`src/rtl/program_loader.sv`:
```
// Purpose: loads a program image from a valid/ready beat stream into a memory write port, optionally zero-filling all cells first.
// Latency: a beat accepted in cycle N is written in cycle N+1; each zero-fill write appears one cycle after its CLEAR cycle.
// Backpressure: in_ready is high only in LOAD; no stalls inside LOAD; beats offered outside LOAD wait until in_ready.
//
// Ports:
//   clk, reset            rising-edge clock, synchronous active-high reset
//   start, clear_first    session start (IDLE/DONE only) and zero-fill select
//   in_valid/in_data/in_last/in_ready   upstream beat handshake
//   mem_write_address/data/enable       registered memory write port
//   busy, done, overflow, word_count    session status
module program_loader #(
    parameter int CELL_COUNT = 256,
    parameter int LINE_WIDTH = 4,
    parameter int ADDR_WIDTH = 8
) (
    input  logic                  clk,
    input  logic                  reset,
    input  logic                  start,
    input  logic                  clear_first,
    input  logic                  in_valid,
    input  logic [LINE_WIDTH-1:0] in_data,
    input  logic                  in_last,
    output logic                  in_ready,
    output logic [ADDR_WIDTH-1:0] mem_write_address,
    output logic [LINE_WIDTH-1:0] mem_write_data,
    output logic                  mem_write_enable,
    output logic                  busy,
    output logic                  done,
    output logic                  overflow,
    output logic [ADDR_WIDTH:0]   word_count
);

    typedef enum logic [1:0] {
        ST_IDLE  = 2'd0,
        ST_CLEAR = 2'd1,
        ST_LOAD  = 2'd2,
        ST_DONE  = 2'd3
    } state_t;

    localparam logic [ADDR_WIDTH-1:0] LAST_ADDR = ADDR_WIDTH'(CELL_COUNT - 1);

    state_t                state_q, state_d;
    logic [ADDR_WIDTH-1:0] addr_q, addr_d;
    logic [ADDR_WIDTH:0]   word_count_q, word_count_d;
    logic                  overflow_q, overflow_d;
    logic                  in_ready_q, in_ready_d;
    logic                  mem_we_q, mem_we_d;
    logic [ADDR_WIDTH-1:0] mem_addr_q, mem_addr_d;
    logic [LINE_WIDTH-1:0] mem_data_q, mem_data_d;

    logic accept;
    logic at_last_cell;

    assign accept       = in_valid & in_ready_q;
    assign at_last_cell = (addr_q == LAST_ADDR);

    // State and datapath registers. Reset clears mem_we_q, so any write
    // that was about to be issued is dropped.
    always_ff @(posedge clk) begin
        if (reset) begin
            state_q      <= ST_IDLE;
            addr_q       <= '0;
            word_count_q <= '0;
            overflow_q   <= 1'b0;
            in_ready_q   <= 1'b0;
            mem_we_q     <= 1'b0;
            mem_addr_q   <= '0;
            mem_data_q   <= '0;
        end else begin
            state_q      <= state_d;
            addr_q       <= addr_d;
            word_count_q <= word_count_d;
            overflow_q   <= overflow_d;
            in_ready_q   <= in_ready_d;
            mem_we_q     <= mem_we_d;
            mem_addr_q   <= mem_addr_d;
            mem_data_q   <= mem_data_d;
        end
    end

    // Next-state logic.
    always_comb begin
        state_d = state_q;
        case (state_q)
            ST_IDLE, ST_DONE: begin
                if (start) begin
                    state_d = clear_first ? ST_CLEAR : ST_LOAD;
                end
            end
            ST_CLEAR: begin
                if (at_last_cell) begin
                    state_d = ST_LOAD;
                end
            end
            ST_LOAD: begin
                // Either the program ends or memory is full; the counter never wraps.
                if (accept && (in_last || at_last_cell)) begin
                    state_d = ST_DONE;
                end
            end
            default: state_d = ST_IDLE;
        endcase
    end

    // Datapath next values: counter, word count, overflow and the write port.
    always_comb begin
        addr_d       = addr_q;
        word_count_d = word_count_q;
        overflow_d   = overflow_q;
        mem_we_d     = 1'b0;
        mem_addr_d   = mem_addr_q;
        mem_data_d   = mem_data_q;
        // in_ready is registered so it is high exactly while state_q is LOAD.
        in_ready_d   = (state_d == ST_LOAD);

        case (state_q)
            ST_IDLE, ST_DONE: begin
                if (start) begin
                    addr_d       = '0;
                    word_count_d = '0;
                    overflow_d   = 1'b0;
                end
            end
            ST_CLEAR: begin
                mem_we_d   = 1'b1;
                mem_addr_d = addr_q;
                mem_data_d = '0;
                addr_d     = at_last_cell ? '0 : addr_q + 1'b1;
            end
            ST_LOAD: begin
                if (accept) begin
                    mem_we_d     = 1'b1;
                    mem_addr_d   = addr_q;
                    mem_data_d   = in_data;
                    word_count_d = word_count_q + 1'b1;
                    if (at_last_cell) begin
                        // Hold the counter at the top cell; flag overflow if the
                        // program was not complete.
                        overflow_d = ~in_last;
                    end else begin
                        addr_d = addr_q + 1'b1;
                    end
                end
            end
            default: ;
        endcase
    end

    // Output decode.
    always_comb begin
        busy              = (state_q == ST_CLEAR) || (state_q == ST_LOAD);
        done              = (state_q == ST_DONE);
        in_ready          = in_ready_q;
        overflow          = overflow_q;
        word_count        = word_count_q;
        mem_write_enable  = mem_we_q;
        mem_write_address = mem_addr_q;
        mem_write_data    = mem_data_q;
    end

endmodule

```
`config.mk`:
```
export PLATFORM = sky130hd
export DESIGN_NAME = program_loader
export DESIGN_NICKNAME = d
export VERILOG_FILES = /design/src/rtl/program_loader.sv
export SDC_FILE = /design/constraint.sdc
export NUM_CORES = 1
export LEC_CHECK = 0
export CAP_MARGIN = 30
export CORE_MARGIN = 1
export CORE_UTILIZATION = 45
export DETAILED_ROUTE_END_ITERATION = 8
export DONT_BUFFER_PORTS = 1
export GPL_TIMING_DRIVEN = 0
export MAX_ROUTING_LAYER = met4
export SYNTH_ARGS = -nofsm -noshare
export SYNTH_HDL_FRONTEND = slang
export SYNTH_SLANG_ARGS = --single-unit
export TNS_END_PERCENT = 1
```
`constraint.sdc`:
```
create_clock -name clk -period 2.3 [get_ports clk]
set_clock_uncertainty 0.1 [all_clocks]
set_input_delay 0.575 -clock clk [delete_from_list [all_inputs] [get_ports clk]]
set_output_delay 0.575 -clock clk [all_outputs]
set_load 0.03 [all_outputs]
```
==> results of run 1 <==
[worst max-delay path: stages, from the launching register on]
cell and delay [ns]:
dfxtp_4 0.36, inv_1 0.04, ha_1 0.29, buf_6 0.12, nor2b_4 0.11, buf_6 0.13
or2_4 0.26, buf_6 0.15, or4_4 0.51, a21oi_2 0.13
[cell usage in the layout (no fill, tap or decap), drive strengths merged, types with 6 or more instances in the layout]
master  netlist  routed
a21oi        22      22
buf           4       6
clkbuf        5      12
dfxtp        34      34
inv           9       9
nand2        18      18
nand3         8       8
nor2         17      17
o21ai         8       8
[sequential cells by signal, indices dropped and copies added (netlist names)]
register / count
addr_q: 8
in_ready: 1
mem_write_address: 8
mem_write_data: 4
mem_write_enable: 1
overflow: 1
state_q: 2
word_count: 9
[final cells by class]
| type | count | area, µm² |
|---|---|---|
| sequential | 34 | 684 |
| buffer | 9 | 58.8 |
| clock inverter | 1 | 5.00 |
| fill | 342 | 1620 |
| inverter | 9 | 33.8 |
| clock buffer | 7 | 55.1 |
| multi-input combinational | 140 | 887 |
| timing repair buffer | 2 | 15.0 |
| tap | 46 | 57.6 |
[cell families after synthesis]
kind of cell,count (synthesis),share of synthesized area
flip-flops,34,0.412
AO/OA/AOI/OAI,54,0.215
multiplexers,1,0.00681
buffers and inverters,18,0.0553
adder cells (fa/ha/maj),5,0.0379
AND/OR/NAND/NOR,77,0.257
XOR/XNOR,3,0.0159
[routing by layer]
| metal | vias to the layer above | track usage | routed length [µm] | part of all wire |
|---|---|---|---|---|
| met5 | - | - | 0 | 0 |
| met4 | 0 | 0.0465 | 17 | 0.0047 |
| met1 | 671 | 0.251 | 1620 | 0.45 |
| met2 | 32 | 0.357 | 1790 | 0.50 |
| met3 | 2 | 0.0803 | 188 | 0.052 |
| li1 | 722 | - | - | - |
[synth_stat cells, types with 2 or more instances]
library cell	instances	share of area
o21ai_0	6	0.018
nor4_1	2	0.0076
xnor2_1	3	0.016
or4_1	3	0.014
nand4_1	5	0.019
a21oi_1	21	0.064
clkbuf_1	5	0.011
a22oi_1	4	0.018
o21ai_1	2	0.0061
a211oi_1	4	0.018
o31ai_1	4	0.018
nand2_1	18	0.041
buf_6	3	0.020
a31o_2	2	0.011
and3_1	5	0.019
ha_1	5	0.038
or3_1	3	0.011
inv_1	9	0.020
and4_1	2	0.011
dfxtp_1	34	0.41
nor2b_1	3	0.011
nor2_1	17	0.039
nor4b_1	2	0.011
nand3_1	8	0.024
[what timing repair did]
item / in CTS / in global routing
pin swaps: 1 / 0
endpoints found under the setup margin: 11 / 17
resized for setup: 2 / 3
buffers inserted: 2 / 0
[power breakdown]
group / internal, µW / switching [µW] / total (µW)
Clock: 148 / 187 / 335
Sequential: 598 / 13.2 / 612
Combinational: 72.0 / 119 / 191
[stage by stage]
stage | util | hold slack [ns] | cell area, µm² | total power, µW
6_report | 0.526 | 0.309 | 1800 | 1140
3_3_place_gp | 0.501 | 0.408 | 1710 | 795
4_1_cts | 0.524 | 0.294 | 1790 | 1150
5_1_grt | 0.526 | 0.289 | 1800 | 1210
2_1_floorplan | - | 0.368 | 1650 | 766
3_5_place_dp | 0.501 | 0.409 | 1710 | 803
[worst max path at each step]
| stage | end | slack (ns) |
|---|---|---|
| detailed placement | addr_q[4]$_SDFFE_PP0P_ | -0.11 |
| CTS | addr_q[4]$_SDFFE_PP0P_ | 0.03 |
| floorplan | addr_q[4]$_SDFFE_PP0P_ | 0.03 |
| global route | addr_q[5]$_SDFFE_PP0P_ | -0.05 |
| global placement | addr_q[4]$_SDFFE_PP0P_ | -0.07 |
| finish | addr_q[4]$_SDFFE_PP0P_ | 0.03 |
==> key figures, run 1 <==
STA
  • Final Hold Fails: 0
  • Minimum clock period: approximately 2.3 ns
  • Setup ws final: 0.0344 ns
  • Final period utilization: 0.985
  • Fmax: 441 MHz
  • Max-slew violation count: 0
  • Final setup viols: 0
  • Worst rel slew slack: 0.572
  • Worst Max-Slew Pin Slew: between 0.6 and 0.7 ns
  • Setup TNS: 0 ns
  • RSZ-0062 raised after global routing: true

Critical path
  • Reg2Reg Launch Point: state_q[0]$_SDFF_PP0_
  • Crit end category: register
  • Critical path origin: state_q[0]$_SDFF_PP0_
  • Startpoint type of the worst setup path: register
  • Crit Path Category: register to register
  • Reg2Reg Depth: 9
  • R2r setup slk: 0.03 ns
  • Worst EP arrival: 2.42 ns
  • CP required: 2.46 ns
  • CP max FO: 10
  • RR Endpoint: addr_q[4]$_SDFFE_PP0P_

Clocking
  • Clk_lat worst skew: 0.32 ns
  • CTS Buf Count: 5
  • Clock-pin slew on the worst setup and hold paths: 0.10 ns
  • CTS tree: yes
  • Clk buf depth: 2
  • H-tree levels: 2
  • CTS sink cnt: 34
  • Clock Root Buffer: clkbuf_4
  • Post-CTS Hold Buffers: 0

Routing
  • Drt drc: 0
  • Post-DR wirelength/cell: 14.6 µm
  • Detail-routed via count per cell: 5.75
  • Via count: roughly 1400
  • Routed Antenna Nets: 0
  • Drt total wl: 3.62 mm
  • Iter 0 DRT Violations: 97
  • DR pass1 iterations: 4

Run status
  • Status: completed

Final layout
  • Fraction of layout cells with a size suffix above 1: 0.139
  • Non-Filler Instances: 248
  • Ant. Diodes: 0
  • Final-stage net count: 216
  • Synthesis-to-layout area growth: 8.71%

GRT
  • Vias in the first global route: around 1400
  • First-pass GRT wire length: ~6.5 mm
  • Initial antenna violation count: 0
  • Largest net degree at the start of global routing: 11
  • Overflow after GRT: 0
  • GRT Overall Usage: 0.217

Synthesis
  • Cell Area, Synth: 1650 µm²
  • Async set-reset flop share out of synthesis: 0
  • Post-synthesis register bit count: 34
  • Seq/Total Area, Yosys: 0.412
  • Synth cell types: between 40 and 50
  • Yosys Warn Count: 0
  • Mean Syn Cell Area: 8.61 µm²
  • Synth Instances: 192
  • Post-Syn Nets: 207
  • Number of synthesized flops with an enable pin: 0
  • Prevailing post-synth register cell: dfxtp_1

Min path
  • Hold path endpoint: mem_write_data[0]$_SDFFE_PP0P_
  • Min-Delay Path Depth: 2
  • Hold path startpoint: in_data[0]
  • Hold Crit Class: input port to register

Floorplanning
  • Rows: 21
  • Core Area: around 3400 µm²
  • I/O pins: 36
  • Die X: 62.6 µm
  • Die area: 3920 µm²
  • Die height: 62.6 µm
  • Initial Util: 0.484

Placement
  • Placed Cells: 238
  • GPL Wtd Cong: approximately 0.86
  • Dpl hpwl: roughly 2.8 mm
  • Dpl ws: -0.112 ns
  • Port Buf Inserts: 0

Power
  • Worst ir drop on vdd: 0.295 mV
  • Pleak: 0.000625 µW
  • Pwr Density: 633 nW/µm²

Job
  • MaxCap Viol Count: 0
Power figures use the tool's default switching activity.
==> run 2: changes to the inputs <==
--- a/config.mk
+++ b/config.mk
@@ -12,6 +12,7 @@
 export DONT_BUFFER_PORTS = 1
 export GPL_TIMING_DRIVEN = 0
 export MAX_ROUTING_LAYER = met4
+export PLACE_DENSITY_LB_ADDON = 0.15
 export SYNTH_ARGS = -nofsm -noshare
 export SYNTH_HDL_FRONTEND = slang
 export SYNTH_SLANG_ARGS = --single-unit
==> run 2 against run 1 <==
Against the previous run: combinational power hardly changed; sequential share of layout area barely moved; sequential cell count is the same; register-to-register slack barely moved; first-iteration DRC count is 39% higher; count of clock-buffer cells in the layout unchanged; highest routed layer unchanged.
==> key figures, run 2 (synthesized netlist as in run 1, its figures left out) <==
Routing
  • Iter 0 DRT Violations: 135
  • Via count: 1426
  • Routed Antenna Nets: 0
  • DR pass1 iterations: 4
  • Drt drc: 0
  • Detail-routed via count per cell: approximately 5.8
  • Post-DR wirelength/cell: 15.0 µm
  • Drt total wl: 3.72 mm

GRT
  • Overflow after GRT: 0
  • GRT Overall Usage: 0.209
  • First-pass GRT wire length: 6.18 mm
  • Largest net degree at the start of global routing: 11
  • Vias in the first global route: 1282
  • Initial antenna violation count: 0

Min path
  • Hold Crit Class: input port to register

Clocking
  • CTS tree: yes
  • Clk_lat worst skew: approximately 0.33 ns
  • Clk buf depth: 2
  • H-tree levels: 2
  • Clock Root Buffer: clkbuf_4
  • CTS sink cnt: 34
  • CTS Buf Count: 5
  • Clock-pin slew on the worst setup and hold paths: approximately 0.11 ns

Power
  • Clock share of power: 0.300
  • Pwr Total: about 1100 µW
  • Pleak: between 0.0006 and 0.0007 µW
  • Sequential share of power: 0.532
  • Combinational share of power: 0.168
  • NetSw: roughly 330 µW
  • Pwr Density: around 640 nW/µm²
  • Switching portion of total power: 0.286
  • Int Power: 821 µW
  • Worst ir drop on vdd: 0.378 mV

Floorplanning
  • Die height: 62.6 µm
  • Core Area: around 3400 µm²
  • Initial Util: 0.484
  • Rows: 21
  • Die X: 62.6 µm
  • I/O pins: 36
  • Die area: 3920 µm²

Final layout
  • Max reg flops: 9
  • Final-stage net count: 216
  • Synthesis-to-layout area growth: 9.01%
  • Final core occ: 0.527
  • Ant. Diodes: 0
  • Most common cell after layout, fill and taps aside: dfxtp_1
  • Most frequent cells in the layout: 32 x dfxtp_1, 21 x a21oi_1, 18 x nand2_1
  • Fraction of layout cells with a size suffix above 1: 0.144

Critical path
  • Startpoint type of the worst setup path: register
  • CP required: between 2 and 2.5 ns
  • Crit end category: register
  • Crit Path Category: register to register
  • CP max FO: 10
  • Worst EP arrival: 2.42 ns

STA
  • Max-slew violation count: 0
  • Minimum clock period: about 2.3 ns
  • Final Hold Fails: 0
  • Final setup viols: 0
  • Final period utilization: 0.979
  • Final hold slack: between 0.2 and 0.3 ns
  • Fmax: 444 MHz
  • Worst Max-Slew Pin Slew: 0.660 ns
  • Setup TNS: 0 ns
  • RSZ-0062 raised after global routing: false
  • Worst rel slew slack: 0.559

Placement
  • GPL Wtd Cong: roughly 0.88
  • Dpl hpwl: 2.72 mm
  • Port Buf Inserts: 0

Run status
  • Status: completed

Job
  • MaxCap Viol Count: 0
## run 2: cell count changes in the layout (fill, tap and decap cells not counted)
cell and delta:
dfxtp_2 +1, buf_6 -1, buf_8 +1, dfxtp_1 -1
## run 2: timing repair
item | in CTS | in global routing
pin swaps | 0 | 2
resized for setup | 2 | 5
endpoints found under the setup margin | 11 | 13
hold buffers | 0 | 0
hold endpoints to repair | 0 | 0
setup buffers | 2 | 0
## run 2: power groups by stage
| stage | logic [µW] | registers, µW | clock network [µW] |
|---|---|---|---|
| final | 193 | 612 | 345 |
| after global placement | 168 | 627 | 0 |
| after CTS | 187 | 611 | 352 |
| after global routing | 213 | 613 | 375 |
| after detailed placement | 173 | 628 | 0 |
| after floorplan | 141 | 624 | 0 |
## run 2: final cells by class
| class | count | area, µm² |
|---|---|---|
| Sequential cell | 34 | 686 |
| Fill cell | 344 | 1610 |
| Clock inverter | 1 | 5.00 |
| Tap cell | 46 | 57.6 |
| Timing Repair Buffer | 2 | 15.0 |
| Inverter | 9 | 33.8 |
| Buffer | 9 | 62.6 |
| Multi-Input combinational cell | 140 | 887 |
| Clock buffer | 7 | 55.1 |
## run 2: critical path: stages (launching register included)
cell and delay [ns]:
dfxtp_4 0.36, inv_1 0.04, ha_1 0.28, buf_6 0.12, nor2b_4 0.11, buf_6 0.13
or2_4 0.25, buf_8 0.14, or4_4 0.51, a21oi_2 0.14
## run 2: worst paths after layout
kind | end | slack, ns | from | cells after the start
max reg2reg | addr_q[4]$_SDFFE_PP0P_ | 0.05 | state_q[0]$_SDFF_PP0_ | 9
min reg2reg | mem_write_address[7]$_SDFFE_PP0P_ | 0.41 | addr_q[7]$_SDFFE_PP0P_ | 2
max | addr_q[4]$_SDFFE_PP0P_ | 0.05 | state_q[0]$_SDFF_PP0_ | 9
min | mem_write_data[1]$_SDFFE_PP0P_ | 0.30 | in_data[1] | 2
## run 2: metal layers
layer	routed length, µm	track usage	part of all wire
met3	179	0.0730	0.048
met1	1680	0.246	0.45
met5	0	-	0
met2	1780	0.319	0.48
met4	81	0.0930	0.022
## run 2: stage by stage
stage                     std cells  worst slack, ns  cell area (µm²)
after global routing            248          0.00262             1800
after floorplan                 192           0.0309             1650
after global placement          238          -0.0696             1710
final                           248           0.0489             1800
after CTS                       248           0.0236             1790
after detailed placement        238           -0.118             1710
==> run 3: changes to the inputs <==
--- a/config.mk
+++ b/config.mk
@@ -10,7 +10,7 @@
 export CORE_UTILIZATION = 45
 export DETAILED_ROUTE_END_ITERATION = 8
 export DONT_BUFFER_PORTS = 1
-export GPL_TIMING_DRIVEN = 0
+export GPL_TIMING_DRIVEN = 1
 export MAX_ROUTING_LAYER = met4
 export PLACE_DENSITY_LB_ADDON = 0.15
 export SYNTH_ARGS = -nofsm -noshare
==> run 3 against run 2 <==
Against the previous run: worst setup slack better by 0.095 ns; largest power group unchanged; cell count down 0.81%; via count increased by 0.91%; largest cell class unchanged; combinational power decreased by 17%.
==> key figures, run 3 (synthesized netlist as in run 1, its figures left out) <==
Run status
  • Status: completed

STA
  • Setup TNS: 0 ns
  • Final setup viols: 0
  • Worst Max-Slew Pin Slew: between 0.5 and 0.6 ns
  • Fmax: 464 MHz
  • RSZ-0062 raised after global routing: false
  • Minimum clock period: 2.16 ns
  • Worst rel slew slack: 0.619
  • Final period utilization: 0.937
  • Final Hold Fails: 0
  • Max-slew violation count: 0

Critical path
  • CP max FO: 9
  • Crit-path cells: inv_1 -> ha_1 -> buf_4 -> inv_1
  • Worst EP arrival: 1.48 ns
  • Most used cell, CP: inv_1
  • Crit Path Category: register to primary output
  • Max incr delay on CP: 0.39 ns
  • CP required: about 1.6 ns
  • Crit end category: primary output
  • Startpoint type of the worst setup path: register
  • Worst path slowest cell: dfxtp_2

GRT
  • Overflow after GRT: 0
  • Vias in the first global route: between 1000 and 1500
  • Initial antenna violation count: 0
  • GRT Overall Usage: 0.211
  • First-pass GRT wire length: 6.29 mm
  • Largest net degree at the start of global routing: 21

Final layout
  • Design area: between 1500 and 2000 µm²
  • Most frequent cells in the layout: 33 x dfxtp_1, 21 x a21oi_1, 18 x nand2_1
  • Footprint of the multi-input gates: 881 µm²
  • Max reg flops: 9
  • Synthesis-to-layout area growth: 9.54%
  • Most common cell after layout, fill and taps aside: dfxtp_1
  • Filler Cells Inserted: 330
  • Fraction of layout cells with a size suffix above 1: 0.150
  • Ant. Diodes: 0
  • Final-stage net count: 215
  • FF+latch area: 682 µm²

Power
  • Pleak: roughly 0.00064 µW
  • Pwr Density: 676 nW/µm²
  • Worst ir drop on vdd: about 0.33 mV

Routing
  • DR pass1 iterations: 4
  • Via count: 1439
  • Detail-routed via count per cell: 5.85
  • Routed Antenna Nets: 0
  • Iter 0 DRT Violations: 143
  • Drt total wl: ~3.6 mm
  • Drt drc: 0
  • Post-DR wirelength/cell: between 10 and 15 µm

Clocking
  • CTS tree: yes
  • Clock-pin slew on the worst setup and hold paths: about 0.10 ns
  • Clock Root Buffer: clkbuf_4
  • Clk_lat worst skew: 0.34 ns
  • H-tree levels: 2
  • CTS sink cnt: 34
  • Setup Buffers After CTS: 0
  • CTS Buf Count: 5
  • Post-CTS Hold Buffers: 0
  • CTS-repair resized insts: 0
  • Clk buf depth: 2

Floorplanning
  • I/O pins: 36
  • Die area: 3920 µm²
  • Rows: 21
  • Initial Util: 0.484
  • Die height: 62.6 µm
  • Core Area: 3420 µm²
  • Die X: between 60 and 70 µm

Placement
  • GPL Wtd Cong: 0.861
  • Dpl cell area: 1730 µm²
  • Port Buf Inserts: 0
  • Dpl hpwl: 2.76 mm

Job
  • MaxCap Viol Count: 0

Min path
  • Hold Crit Class: input port to register
run 3: layout make-up:
| type | instances | share of cell area |
|---|---|---|
| clock buffer | 6 | 0.0283 |
| tap | 46 | 0.0318 |
| sequential | 34 | 0.377 |
| timing repair buffer | 10 | 0.0415 |
| inverter | 9 | 0.0187 |
| multi-input combinational | 140 | 0.487 |
| clock inverter | 1 | 0.0166 |
run 3: where the power goes:
group / switching [µW] / internal, µW
registers: 14.4 / 598
clock network: 198 / 253
logic: 103 / 56.8
total: 315 / 908
run 3: metrics by stage:
stage / cells / hold WS (ns) / setup slack [ns] / power, µW / util
floorplan: 192 / 0.368 / 0.0309 / 766 / -
global placement: 239 / 0.395 / 0.253 / 779 / 0.506
detailed placement: 239 / 0.395 / 0.175 / 784 / 0.506
CTS: 246 / 0.173 / 0.0607 / 1230 / 0.530
global route: 246 / 0.165 / 0.0755 / 1280 / 0.530
finish: 246 / 0.192 / 0.144 / 1220 / 0.530
run 3: per-layer routing:
metal	vias to the layer above	global-route usage	part of all wire
li1	710	-	-
met3	7	0.0693	0.047
met1	689	0.252	0.45
met2	33	0.334	0.48
met4	0	0.0669	0.017
met5	-	-	0
run 3: worst max-delay path: cells and delay by family, from the launching register on:
family / cells / cell delay [ns]
flip-flops: 1 / 0.39
buffers and inverters: 3 / 0.45
adder cells (fa/ha/maj): 1 / 0.30
run 3: final timing paths:
| path | startpoint | endpoint | slack (ns) | depth (start not counted) |
|---|---|---|---|---|
| hold / removal | reset | mem_write_address[2]$_SDFFE_PP0P_ | 0.19 | 1 |
| hold reg to reg | addr_q[7]$_SDFFE_PP0P_ | mem_write_address[7]$_SDFFE_PP0P_ | 0.41 | 2 |
| setup reg to reg | state_q[0]$_SDFF_PP0_ | addr_q[2]$_SDFFE_PP0P_ | 0.21 | 6 |
| setup / recovery | state_q[0]$_SDFF_PP0_ | busy | 0.14 | 4 |
